## config.mk

```make
export PLATFORM = sky130hd
export DESIGN_NAME = load_data_unit_flat
export DESIGN_NICKNAME = d
export VERILOG_FILES = /design/src/rtl/mips_pkg.sv /design/src/rtl/load_data_unit_if.sv /design/src/rtl/load_align.sv /design/src/rtl/load_data_unit.sv /design/src/flat_wrapper.sv
export SDC_FILE = /design/constraint.sdc
export NUM_CORES = 1
export LEC_CHECK = 0
export CAP_MARGIN = 20
export CORE_UTILIZATION = 45
export DETAILED_ROUTE_END_ITERATION = 7
export PLACE_DENSITY_LB_ADDON = 0.12
export SYNTH_ARGS = -nofsm -noshare
export SYNTH_HDL_FRONTEND = slang
export SYNTH_SLANG_ARGS = --single-unit
```

## constraint.sdc

```tcl
create_clock -name clk -period 1.5 [get_ports clk]
set_input_delay 0.15 -clock clk [delete_from_list [all_inputs] [get_ports clk]]
set_output_delay 0.15 -clock clk [all_outputs]
set_load 0.02 [all_outputs]
```

## src/rtl/mips_pkg.sv

```systemverilog
// Shared load-path types: load selector, load FSM states, byte-lane masks.
// Helpers are pure functions; they add no latency and apply no backpressure.
package mips_pkg;

    typedef enum logic [2:0] {
        LD_LW   = 3'd0,
        LD_LB   = 3'd1,
        LD_LBU  = 3'd2,
        LD_LH   = 3'd3,
        LD_LHU  = 3'd4,
        LD_LWL  = 3'd5,
        LD_LWR  = 3'd6,
        LD_RSVD = 3'd7
    } load_sel_t;

    typedef enum logic [1:0] {
        IDLE = 2'd0,
        REQ  = 2'd1,
        DONE = 2'd2,
        ERR  = 2'd3
    } ldu_state_t;

    localparam logic [3:0] LANE_NONE = 4'b0000;
    localparam logic [3:0] LANE_B0   = 4'b0001;
    localparam logic [3:0] LANE_H0   = 4'b0011;
    localparam logic [3:0] LANE_H1   = 4'b1100;
    localparam logic [3:0] LANE_ALL  = 4'b1111;

    function automatic logic [3:0] lane_mask(input load_sel_t sel, input logic [1:0] k);
        logic [3:0] m;
        m = LANE_ALL;
        case (sel)
            LD_LB, LD_LBU: m = LANE_B0 << k;
            LD_LH, LD_LHU: m = k[1] ? LANE_H1 : LANE_H0;
            LD_LWL:        m = LANE_ALL >> (2'd3 - k);
            LD_LWR:        m = LANE_ALL << k;
            default:       m = LANE_ALL;
        endcase
        return m;
    endfunction

    // lwl/lwr exist precisely to handle unaligned words, so they never fault.
    function automatic logic misaligned(input load_sel_t sel, input logic [1:0] k);
        logic bad;
        bad = 1'b0;
        case (sel)
            LD_LW, LD_RSVD: bad = (k != 2'd0);
            LD_LH, LD_LHU:  bad = k[0];
            default:        bad = 1'b0;
        endcase
        return bad;
    endfunction

endpackage

```

## src/rtl/load_data_unit_if.sv

```systemverilog
// Avalon-MM read-side bus between the load unit (master) and memory (slave).
// Pure wiring: no latency; the slave stalls the master with avm_waitrequest.
interface load_data_unit_if;
    logic [31:0] avm_address;
    logic        avm_read;
    logic [3:0]  avm_byteenable;
    logic        avm_waitrequest;
    logic [31:0] avm_readdata;

    modport master (
        output avm_address, avm_read, avm_byteenable,
        input  avm_waitrequest, avm_readdata
    );

    modport slave (
        input  avm_address, avm_read, avm_byteenable,
        output avm_waitrequest, avm_readdata
    );
endinterface

```

## src/rtl/load_align.sv

```systemverilog
// Formats a fetched word for writeback: lane select, sign/zero extend, lwl/lwr merge.
// Purely combinational, zero latency, no backpressure.
module load_align
    import mips_pkg::*;
(
    input  load_sel_t   sel,
    input  logic [1:0]  offset,
    input  logic [31:0] word,
    input  logic [31:0] rt_old,
    output logic [31:0] data
);

    logic [31:0] shifted;
    logic [7:0]  byte_v;
    logic [15:0] half_v;

    assign shifted = word >> {offset, 3'b000};
    assign byte_v  = shifted[7:0];
    assign half_v  = offset[1] ? word[31:16] : word[15:0];

    always_comb begin
        data = word;
        case (sel)
            LD_LB:  data = {{24{byte_v[7]}}, byte_v};
            LD_LBU: data = {24'd0, byte_v};
            LD_LH:  data = {{16{half_v[15]}}, half_v};
            LD_LHU: data = {16'd0, half_v};
            LD_LWL: begin
                case (offset)
                    2'd0:    data = {word[7:0],  rt_old[23:0]};
                    2'd1:    data = {word[15:0], rt_old[15:0]};
                    2'd2:    data = {word[23:0], rt_old[7:0]};
                    default: data = word;
                endcase
            end
            LD_LWR: begin
                case (offset)
                    2'd0:    data = word;
                    2'd1:    data = {rt_old[31:24], word[31:8]};
                    2'd2:    data = {rt_old[31:16], word[31:16]};
                    default: data = {rt_old[31:8],  word[31:24]};
                endcase
            end
            default: data = word;
        endcase
    end

endmodule

```

## src/rtl/load_data_unit.sv

```systemverilog
// Load FSM: one word read per accepted start, result formatted and registered.
// load_done 2 cycles after start plus one per waitrequest cycle; starts while busy are dropped.
module load_data_unit
    import mips_pkg::*;
#(
    parameter int MAX_WAIT = 16
) (
    input  logic                    clk,
    input  logic                    reset_n,
    input  logic                    load_start,
    input  logic [2:0]              load_sel,
    input  logic [31:0]             addr,
    input  logic [31:0]             rt_old,
    output logic                    busy,
    output logic                    load_done,
    output logic [31:0]             load_data,
    output logic                    addr_error,
    output logic                    timeout,
    load_data_unit_if.master        avm
);

    localparam int CW = (MAX_WAIT > 1) ? $clog2(MAX_WAIT + 1) : 1;
    localparam logic [CW-1:0] MAX_CNT = CW'(MAX_WAIT);

    ldu_state_t    state_q, state_d;
    load_sel_t     sel_q, sel_d;
    logic [31:0]   addr_q, addr_d;
    logic [31:0]   rt_q, rt_d;
    logic [CW-1:0] cnt_q, cnt_d;
    logic [31:0]   data_q, data_d;
    logic          aerr_q, aerr_d;
    logic          tout_q, tout_d;
    logic [31:0]   aligned;

    load_align u_align (
        .sel    (sel_q),
        .offset (addr_q[1:0]),
        .word   (avm.avm_readdata),
        .rt_old (rt_q),
        .data   (aligned)
    );

    always_comb begin
        state_d = state_q;
        sel_d   = sel_q;
        addr_d  = addr_q;
        rt_d    = rt_q;
        cnt_d   = cnt_q;
        data_d  = data_q;
        aerr_d  = aerr_q;
        tout_d  = tout_q;
        case (state_q)
            IDLE: begin
                if (load_start) begin
                    sel_d  = load_sel_t'(load_sel);
                    addr_d = addr;
                    rt_d   = rt_old;
                    cnt_d  = '0;
                    data_d = '0;
                    aerr_d = 1'b0;
                    tout_d = 1'b0;
                    if (misaligned(load_sel_t'(load_sel), addr[1:0])) begin
                        aerr_d  = 1'b1;
                        state_d = ERR;
                    end else begin
                        state_d = REQ;
                    end
                end
            end
            REQ: begin
                if (!avm.avm_waitrequest) begin
                    data_d  = aligned;
                    state_d = DONE;
                end else begin
                    cnt_d = cnt_q + CW'(1);
                    // Abort leaves load_data at the zero written on accept.
                    if (MAX_WAIT > 0 && cnt_d == MAX_CNT) begin
                        tout_d  = 1'b1;
                        state_d = ERR;
                    end
                end
            end
            default: state_d = IDLE;
        endcase
    end

    always_ff @(posedge clk or negedge reset_n) begin
        if (!reset_n) begin
            state_q <= IDLE;
            sel_q   <= LD_LW;
            addr_q  <= '0;
            rt_q    <= '0;
            cnt_q   <= '0;
            data_q  <= '0;
            aerr_q  <= 1'b0;
            tout_q  <= 1'b0;
        end else begin
            state_q <= state_d;
            sel_q   <= sel_d;
            addr_q  <= addr_d;
            rt_q    <= rt_d;
            cnt_q   <= cnt_d;
            data_q  <= data_d;
            aerr_q  <= aerr_d;
            tout_q  <= tout_d;
        end
    end

    assign busy       = (state_q != IDLE);
    assign load_done  = (state_q == DONE) || (state_q == ERR);
    assign load_data  = data_q;
    assign addr_error = aerr_q;
    assign timeout    = tout_q;

    // Bus outputs decode straight from the state flop so reset drops them immediately.
    assign avm.avm_read       = (state_q == REQ);
    assign avm.avm_address    = avm.avm_read ? {addr_q[31:2], 2'b00} : 32'd0;
    assign avm.avm_byteenable = avm.avm_read ? lane_mask(sel_q, addr_q[1:0]) : LANE_NONE;

endmodule

```

## src/flat_wrapper.sv

```systemverilog
// flat-port wrapper written by rule: the top's interface ports become plain ports
module load_data_unit_flat import mips_pkg::*;
#(
    parameter int MAX_WAIT = 16
)
  (clk, reset_n, load_start, load_sel, addr, rt_old, busy, load_done, load_data, addr_error, timeout, avm_avm_address, avm_avm_read, avm_avm_byteenable, avm_avm_waitrequest, avm_avm_readdata);
  load_data_unit_if avm_i ();
  input  logic clk;
  input  logic reset_n;
  input  logic load_start;
  input  logic [2:0] load_sel;
  input  logic [31:0] addr;
  input  logic [31:0] rt_old;
  output logic busy;
  output logic load_done;
  output logic [31:0] load_data;
  output logic addr_error;
  output logic timeout;
  output wire logic [$bits(avm_i.avm_address)-1:0] avm_avm_address;
  output wire logic [$bits(avm_i.avm_read)-1:0] avm_avm_read;
  output wire logic [$bits(avm_i.avm_byteenable)-1:0] avm_avm_byteenable;
  input wire logic [$bits(avm_i.avm_waitrequest)-1:0] avm_avm_waitrequest;
  input wire logic [$bits(avm_i.avm_readdata)-1:0] avm_avm_readdata;
  assign avm_avm_address = avm_i.avm_address;
  assign avm_avm_read = avm_i.avm_read;
  assign avm_avm_byteenable = avm_i.avm_byteenable;
  assign avm_i.avm_waitrequest = avm_avm_waitrequest;
  assign avm_i.avm_readdata = avm_avm_readdata;
  load_data_unit #(.MAX_WAIT(MAX_WAIT)) u_core (.clk(clk), .reset_n(reset_n), .load_start(load_start), .load_sel(load_sel), .addr(addr), .rt_old(rt_old), .busy(busy), .load_done(load_done), .load_data(load_data), .addr_error(addr_error), .timeout(timeout), .avm(avm_i));
endmodule
```

==> qor.yml, run 1 <==
cts-buffers-inserted: 9
die_area_um2: 15110
final_design_area_no_fill_um2: 10990
switching_share_pct: 40.21
yosys-top-cells-area: "sky130_fd_sc_hd__dfrtp_1 (41%), sky130_fd_sc_hd__mux2_2 (16%), sky130_fd_sc_hd__mux2i_1 (6.2%), sky130_fd_sc_hd__nand2_1 (3.7%), sky130_fd_sc_hd__o21ai_0 (3.3%)"
final_antenna_net_count: 0
clk_pin_slew_worst_paths_ns: 0.07
final_min_period_over_clock_period_pct: 126.0
synth_seq_cells: 108
synth-edff-count: 0
grt_pass1_vias: 6663
run_status: "finished with violations"
detailed_place_hpwl_um: 16280
number_of_remaining_drc_errors: 0
num_clock_sinks: 108
h-tree-depth: 3
global_route_wire_length_before_repair_um: 37200
dr.first_iter.drc_count: 519
antenna_found_initial: 0
cp_max_fo: 13
net-switching-power_uw: 9750
route.final.wire_length_um: 25020
reg2reg_slack_ns: -0.39
violations_in_the_final_reports: "setup timing"
min-delay-path-class: "in -> async"
holdWs_ns: 0.4024
synth_top_flop_cell: "sky130_fd_sc_hd__dfrtp_1"
arrival_worst_endpoint_ns: 2.14
dr_total_vias: 6547
layout_net_count: 1024
yosys_warnings: 0
syn-instance-count: 624
io_pins: 176
fill_cells: 846
clockPowerShare_pct: 11.5
rsz0062_at_grt: "true"
core_area_um2: 14100
worst_pin_slew_ns: 0.5999
floorplan.initialDensity_pct: 46.67
min_period_ns: 1.890
achievable-frequency_ghz: 0.5290
worst-r2r-cell-count: 8
pwr_density_cell_nw_per_um2: 2207
grt_start_max_net_pins: 109
asyncSetResetFlopFracSynth_pct: 100.0
internal_power_uw: 14500
max_cap_violations: 0
width_of_the_die_um: 122.9
timing.clock.skew_ns: 0.004389
cp-end-kind: "flip-flop"
final-hold-violation-count: 0
num_antenna_cells: 0
grt_remaining_overflow: 0
timing.final.max_slew_violations: 0
tritoncts_clock_tree: "built"
grt.total_usage_pct: 33.13
ys_top_cells_by_count: "sky130_fd_sc_hd__dfrtp_1 (108), sky130_fd_sc_hd__mux2_2 (96), sky130_fd_sc_hd__nand2_1 (64)"
synthMostInstantiatedCell: "sky130_fd_sc_hd__dfrtp_1"
ys_types: 62
vias_per_cell: 5.925
synthesis.area_per_instance_um2: 10.54
areaGrowthSynthToFinish_pct: 67.02
p_comb_share_pct: 66.4
buffer_type_at_the_clock_tree_root: "sky130_fd_sc_hd__clkbuf_16"
final_gp_congestion: 0.9436
latest_clock_arrival_within_the_worst_skew_pair_ns: 0.36
clockBufferDepth: 2
timing.final.setup_violations: 123
mappedNetlistArea_um2: 6579
slew_headroom_pct: 60.00
r2r_start: "u_core.addr_q[1]"
chipHeight_um: 122.9
drt_pre_antenna_iters: 5
timing_worst_setup_path_type: "reg -> reg"
startpoint_type: "flip-flop"
detailed_place.area_um2: 9498
numPortBuffers: 173
layout-drive-gt1-share_pct: 44.22
ys_seq_area_share_pct: 41.08
finalWorstSetupSlack_ns: -0.3903
yosys.area.top_type: "sky130_fd_sc_hd__dfrtp_1"
rows: 43
p_leak_uw: 0.005365
r2r-end: "u_core.load_data[3]"
route.detailed.wl_per_inst_um: 22.65
power_frac_seq_pct: 22.1
synthDominantCellAreaShare_pct: 41.08
max-vdd-ir-drop_uv: 1285
worst_ep_required_time_ns: 1.75
## routing by layer
metal | vias to the layer above | global-route usage [%] | wire length, µm
li1 | 2888 | - | -
met1 | 3224 | 43.98 | 10320
met2 | 371 | 53.02 | 11970
met3 | 64 | 6.135 | 2006
met4 | 0 | 13.95 | 721
met5 | - | 0 | 0
## state kept, by name (all words and copies together) (netlist names)
register	count
u_core.addr_q	32
u_core.rt_q	32
u_core.state_q	2
u_core.sel_q	3
u_core.cnt_q	5
u_core.timeout	1
u_core.load_data	32
u_core.addr_error	1
## stage by stage
step                instances  util (%)  power [µW]  worst slack (ns)  setup TNS (ns)
floorplan                 625         -       12420          -0.09700          -2.570
global placement         1060     67.38       17620           -0.4249          -27.46
detailed placement       1060     67.38       17880           -0.4253          -29.88
CTS                      1104     75.95       23120           -0.3675          -23.81
global route             1105     77.95       25290           -0.4235          -24.01
finish                   1105     77.95       24250           -0.3903          -19.59
## placed cells by master, fill, tap and decap left out, types with 4 or more instances in the layout
cell / Yosys / layout
sky130_fd_sc_hd__dfrtp_1: 108 / 105
sky130_fd_sc_hd__clkbuf_16: 0 / 12
sky130_fd_sc_hd__nor2_1: 21 / 18
sky130_fd_sc_hd__mux2_2: 96 / 22
sky130_fd_sc_hd__a211oi_1: 9 / 6
sky130_fd_sc_hd__a22oi_1: 9 / 8
sky130_fd_sc_hd__buf_12: 0 / 24
sky130_fd_sc_hd__a21oi_2: 2 / 8
sky130_fd_sc_hd__a31oi_1: 8 / 7
sky130_fd_sc_hd__dlygate4sd2_1: 0 / 10
sky130_fd_sc_hd__a21oi_4: 1 / 5
sky130_fd_sc_hd__o21ai_2: 0 / 4
sky130_fd_sc_hd__o21ai_1: 4 / 12
sky130_fd_sc_hd__a21oi_1: 24 / 14
sky130_fd_sc_hd__o22ai_1: 16 / 14
sky130_fd_sc_hd__and2_4: 2 / 32
sky130_fd_sc_hd__dlymetal6s2s_1: 0 / 21
sky130_fd_sc_hd__a221oi_2: 8 / 6
sky130_fd_sc_hd__buf_4: 9 / 115
sky130_fd_sc_hd__nor2b_1: 9 / 7
sky130_fd_sc_hd__mux2_4: 1 / 75
sky130_fd_sc_hd__nand2_1: 64 / 62
sky130_fd_sc_hd__clkdlybuf4s50_1: 0 / 105
sky130_fd_sc_hd__o21ai_0: 43 / 31
sky130_fd_sc_hd__mux2i_1: 41 / 38
sky130_fd_sc_hd__o221ai_1: 10 / 8
sky130_fd_sc_hd__nand3_1: 7 / 7
sky130_fd_sc_hd__buf_6: 8 / 46
sky130_fd_sc_hd__a21o_1: 15 / 15
## kinds of logic after synthesis
kind of cell / count (synthesis) / synth area share (%)
muxes: 141 / 23.93
adders and majority gates: 1 / 0.1902
DFF: 108 / 41.08
xor gates and xnor gates: 2 / 0.2663
AOI/OAI and AO/OA: 166 / 18.07
other: 1 / 0.05700
buffers and inverters: 51 / 4.640
and+or+nand+nor: 154 / 11.77
## critical path: stages (launching register included)
cell and delay, ns:
sky130_fd_sc_hd__dfrtp_2 0.44, sky130_fd_sc_hd__buf_6 0.14, sky130_fd_sc_hd__buf_12 0.15, sky130_fd_sc_hd__buf_6 0.12, sky130_fd_sc_hd__mux4_2 0.29, sky130_fd_sc_hd__clkinv_2 0.08, sky130_fd_sc_hd__a21oi_1 0.04, sky130_fd_sc_hd__a311o_1 0.30
sky130_fd_sc_hd__a22o_1 0.20
## final cells by class
| cell class | instances | area (µm²) | area share [%] |
|---|---|---|---|
| Inverter | 5 | 27.53 | 0.2505 |
| Multi-Input combinational cell | 466 | 4225 | 38.45 |
| Clock inverter | 6 | 118.9 | 1.082 |
| Tap cell | 180 | 225.2 | 2.050 |
| Timing Repair Buffer | 330 | 3456 | 31.45 |
| Clock buffer | 10 | 229.0 | 2.084 |
| Sequential cell | 108 | 2706 | 24.63 |
## how the worst max path moves through the flow
stage,from,endpoint,cells past startpoint
CTS,u_core.addr_q[1],u_core.load_data[3],8
floorplan,u_core.addr_q[1],u_core.load_data[12],6
detailed placement,u_core.addr_q[1],u_core.load_data[24],7
global route,u_core.addr_q[1],u_core.load_data[3],8
finish,u_core.addr_q[1],u_core.load_data[3],8
global placement,u_core.addr_q[1],u_core.load_data[24],7
## power by group through the flow
stage | Sequential (µW) | Clock [µW] | Combinational, µW
final | 5360 | 2790 | 16100
after global routing | 5470 | 2950 | 16900
after CTS | 5260 | 2820 | 15000
after detailed placement | 5290 | 0 | 12600
after global placement | 5220 | 0 | 12400
after floorplan | 5210 | 0 | 7210
## timing repair
action / CTS / global route
endpoints found under the setup margin: 150 / 164
gates resized for setup: 332 / 110
cloned: 8 / 3
hold endpoints to repair: 108 / 0
hold buffers: 1 / 0
setup buffers: 20 / 10
pin swaps: 22 / 25
(Power assumes the default switching activity.)
==> inputs of run 2 (changes only) <==
- CAP_MARGIN: 20 -> default
- SLEW_MARGIN: default -> 10
==> results of run 2 <==
Final layout, timing and power as in run 1 (identical DEF).
==> inputs of run 3 (changes only) <==
- CTS_BUF_LIST: default -> sky130_fd_sc_hd__clkbuf_8 sky130_fd_sc_hd__clkbuf_16
==> run 3 against run 2 <==
Effect of this change: clock-buffer cell count fell by 1; clock skew barely moved; the flow still finishes with violations (setup timing); core utilization rose by 0.61 points; critical path type unchanged; clock power barely moved.
==> qor.yml, run 3 (synthesis gave the netlist of run 1 again) <==
dr_total_vias: 6481  # was 6547
violations_in_the_final_reports: "setup timing"  # unchanged
timing_worst_setup_path_type: "reg -> reg"  # unchanged
global_route_wire_length_before_repair_um: 37030  # was 37200 µm
cp_top_family: "compound AO/OA/AOI/OAI gates"  # unchanged
clockPowerShare_pct: 11.3  # was 11.5%
final_gp_congestion: 0.9436  # unchanged
finalCoreUtilization_pct: 78.56  # was 77.95%
chipHeight_um: 122.9  # unchanged
areaGrowthSynthToFinish_pct: 68.33  # was 67.02%
global_route.usage.met1_pct: 44.09  # was 43.98%
grt_pass1_vias: 6623  # was 6663
tritoncts_clock_tree: "built"  # unchanged
holdWs_ns: 0.4024  # about the same
die_area_um2: 15110  # unchanged
route.detailed.wl_per_inst_um: 22.58  # was 22.65 µm
min-delay-path-class: "in -> async"  # unchanged
grt.total_usage_pct: 32.96  # was 33.13%
slowest_delay_ns: 0.41  # was 0.44 ns
slew_headroom_pct: 60.32  # was 60.00%
timing.final.setup_violations: 139  # was 123
final-hold-violation-count: 0  # unchanged
buffer_type_at_the_clock_tree_root: "sky130_fd_sc_hd__clkbuf_16"  # unchanged
rows: 43  # unchanged
p_leak_uw: 0.005413  # was 0.005365 µW
layout-drive-gt1-share_pct: 44.67  # was 44.22%
reg2reg_slack_ns: -0.40  # was -0.39 ns
met2_usage_pct: 52.77  # was 53.02%
dr.first_iter.drc_count: 595  # was 519
final_common_cell: "sky130_fd_sc_hd__buf_4"  # unchanged
power_frac_seq_pct: 21.9  # was 22.1%
floorplan.initialDensity_pct: 46.67  # unchanged
worst-r2r-cell-count: 8  # unchanged
crit_path_cell_trace: "buf_6, buf_12, a21oi_4, buf_4, nand3_1, o211ai_1, a311o_1, a22o_1"  # was buf_6, buf_12, buf_6, mux4_2, clkinv_2, a21oi_1, a311o_1, a22o_1
cts-buffers-inserted: 9  # unchanged
worst_ep_required_time_ns: 1.75  # about the same
worst_pin_slew_ns: 0.5953  # was 0.5999 ns
core_area_um2: 14100  # unchanged
timing.final.max_slew_violations: 0  # unchanged
route.final.wire_length_um: 25050  # was 25020 µm
final_min_period_over_clock_period_pct: 126.3  # was 126.0%
grt_start_max_net_pins: 109  # unchanged
clockBufferDepth: 2  # unchanged
max-vdd-ir-drop_uv: 1303  # was 1285 µV
latest_clock_arrival_within_the_worst_skew_pair_ns: 0.36  # about the same
vias_per_cell: 5.844  # was 5.925
max_cap_violations: 0  # unchanged
switching_share_pct: 40.05  # was 40.21%
layout_common_cells: "sky130_fd_sc_hd__buf_4 (115), sky130_fd_sc_hd__dfrtp_1 (105), sky130_fd_sc_hd__clkdlybuf4s50_1 (104)"  # was sky130_fd_sc_hd__buf_4 (115), sky130_fd_sc_hd__clkdlybuf4s50_1 (105), sky130_fd_sc_hd__dfrtp_1 (105)
min_period_ns: 1.895  # was 1.890 ns
pwr_density_cell_nw_per_um2: 2210  # was 2207 nW/µm²
arrival_worst_endpoint_ns: 2.14  # about the same
grt_remaining_overflow: 0  # unchanged
internal_power_uw: 14670  # was 14500 µW
startpoint_type: "flip-flop"  # unchanged
critical_path_buf_inv_count: 3  # was 4
detailed_place_hpwl_um: 16280  # unchanged
p_comb_share_pct: 66.8  # was 66.4%
clk_pin_slew_worst_paths_ns: 0.07  # about the same
gr-usage-met3_pct: 6.042  # was 6.135%
achievable-frequency_ghz: 0.5277  # was 0.5290 GHz
critical-path-slowest-cell: "sky130_fd_sc_hd__dfrtp_2"  # unchanged
cp_max_fo: 6  # was 13
r2r_start: "u_core.addr_q[1]"  # unchanged
finalWorstSetupSlack_ns: -0.3952  # was -0.3903 ns
post-place-ws_ns: -0.4253  # unchanged
width_of_the_die_um: 122.9  # unchanged
h-tree-depth: 3  # unchanged
rsz0062_at_grt: "true"  # unchanged
layout_net_count: 1028  # was 1024
io_pins: 176  # unchanged
r2r-end: "u_core.load_data[3]"  # unchanged
gr-max-usage-layer: "met2"  # unchanged
final_antenna_net_count: 0  # unchanged
timing.clock.skew_ns: 0.004625  # was 0.004389 ns
cp-end-kind: "flip-flop"  # unchanged
run_status: "finished with violations"  # unchanged
num_clock_sinks: 108  # unchanged
num_antenna_cells: 0  # unchanged
numPortBuffers: 173  # unchanged
drt_pre_antenna_iters: 5  # unchanged
antenna_found_initial: 0  # unchanged
net-switching-power_uw: 9802  # was 9750 µW
number_of_remaining_drc_errors: 0  # unchanged
==> run 3: worst min-delay path: stages <==
cell	delay, ns
sky130_fd_sc_hd__dlygate4sd3_1	0.53
sky130_fd_sc_hd__buf_4	0.11
sky130_fd_sc_hd__buf_12	0.43
==> run 3: power groups by stage <==
stage	logic, µW	registers (µW)	clock network, µW
after global routing	17100	5470	2950
after floorplan	7210	5210	0
after detailed placement	12600	5290	0
after CTS	15000	5260	2820
after global placement	12400	5220	0
final	16300	5360	2780
==> run 3: layer usage <==
layer	share of wire, %	wire [µm]
met4	2.7	680
met3	8.2	2063
met5	0	0
met1	41	10350
met2	48	11950
==> run 3: cell type report <==
type	count	area (µm²)
Clock buffer	9	225.2
Clock inverter	7	122.6
Fill cell	850	3022
Inverter	5	25.02
Multi-Input combinational cell	466	4230
Sequential cell	108	2706
Tap cell	180	225.2
Timing Repair Buffer	334	3540
==> run 3: through the flow <==
stage	cells	setup TNS [ns]	total power, µW	area, µm²
floorplan	625	-2.570	12420	6665
finish	1109	-27.35	24470	11070
CTS	1104	-24.36	23030	10680
detailed placement	1060	-29.88	17880	9498
global placement	1060	-27.46	17620	9498
global route	1109	-33.41	25550	11070
==> run 3: how the worst max path moves through the flow <==
| stage | from | end | slack, ns | cells after the start |
|---|---|---|---|---|
| 6_report | u_core.addr_q[1] | u_core.load_data[3] | -0.40 | 8 |
| 5_1_grt | u_core.addr_q[1] | u_core.load_data[26] | -0.42 | 8 |
| 3_5_place_dp | u_core.addr_q[1] | u_core.load_data[24] | -0.43 | 7 |
| 2_1_floorplan | u_core.addr_q[1] | u_core.load_data[12] | -0.1 | 6 |
| 4_1_cts | u_core.addr_q[1] | u_core.load_data[3] | -0.37 | 8 |
| 3_3_place_gp | u_core.addr_q[1] | u_core.load_data[24] | -0.42 | 7 |
==> run 3: what timing repair did <==
action	in CTS	in global routing
resized for setup	324	124
hold buffers	1	0
setup buffers	20	13
cloned	8	3
endpoints found under the hold margin	108	0
setup endpoints to repair	150	164
pin swaps	25	49
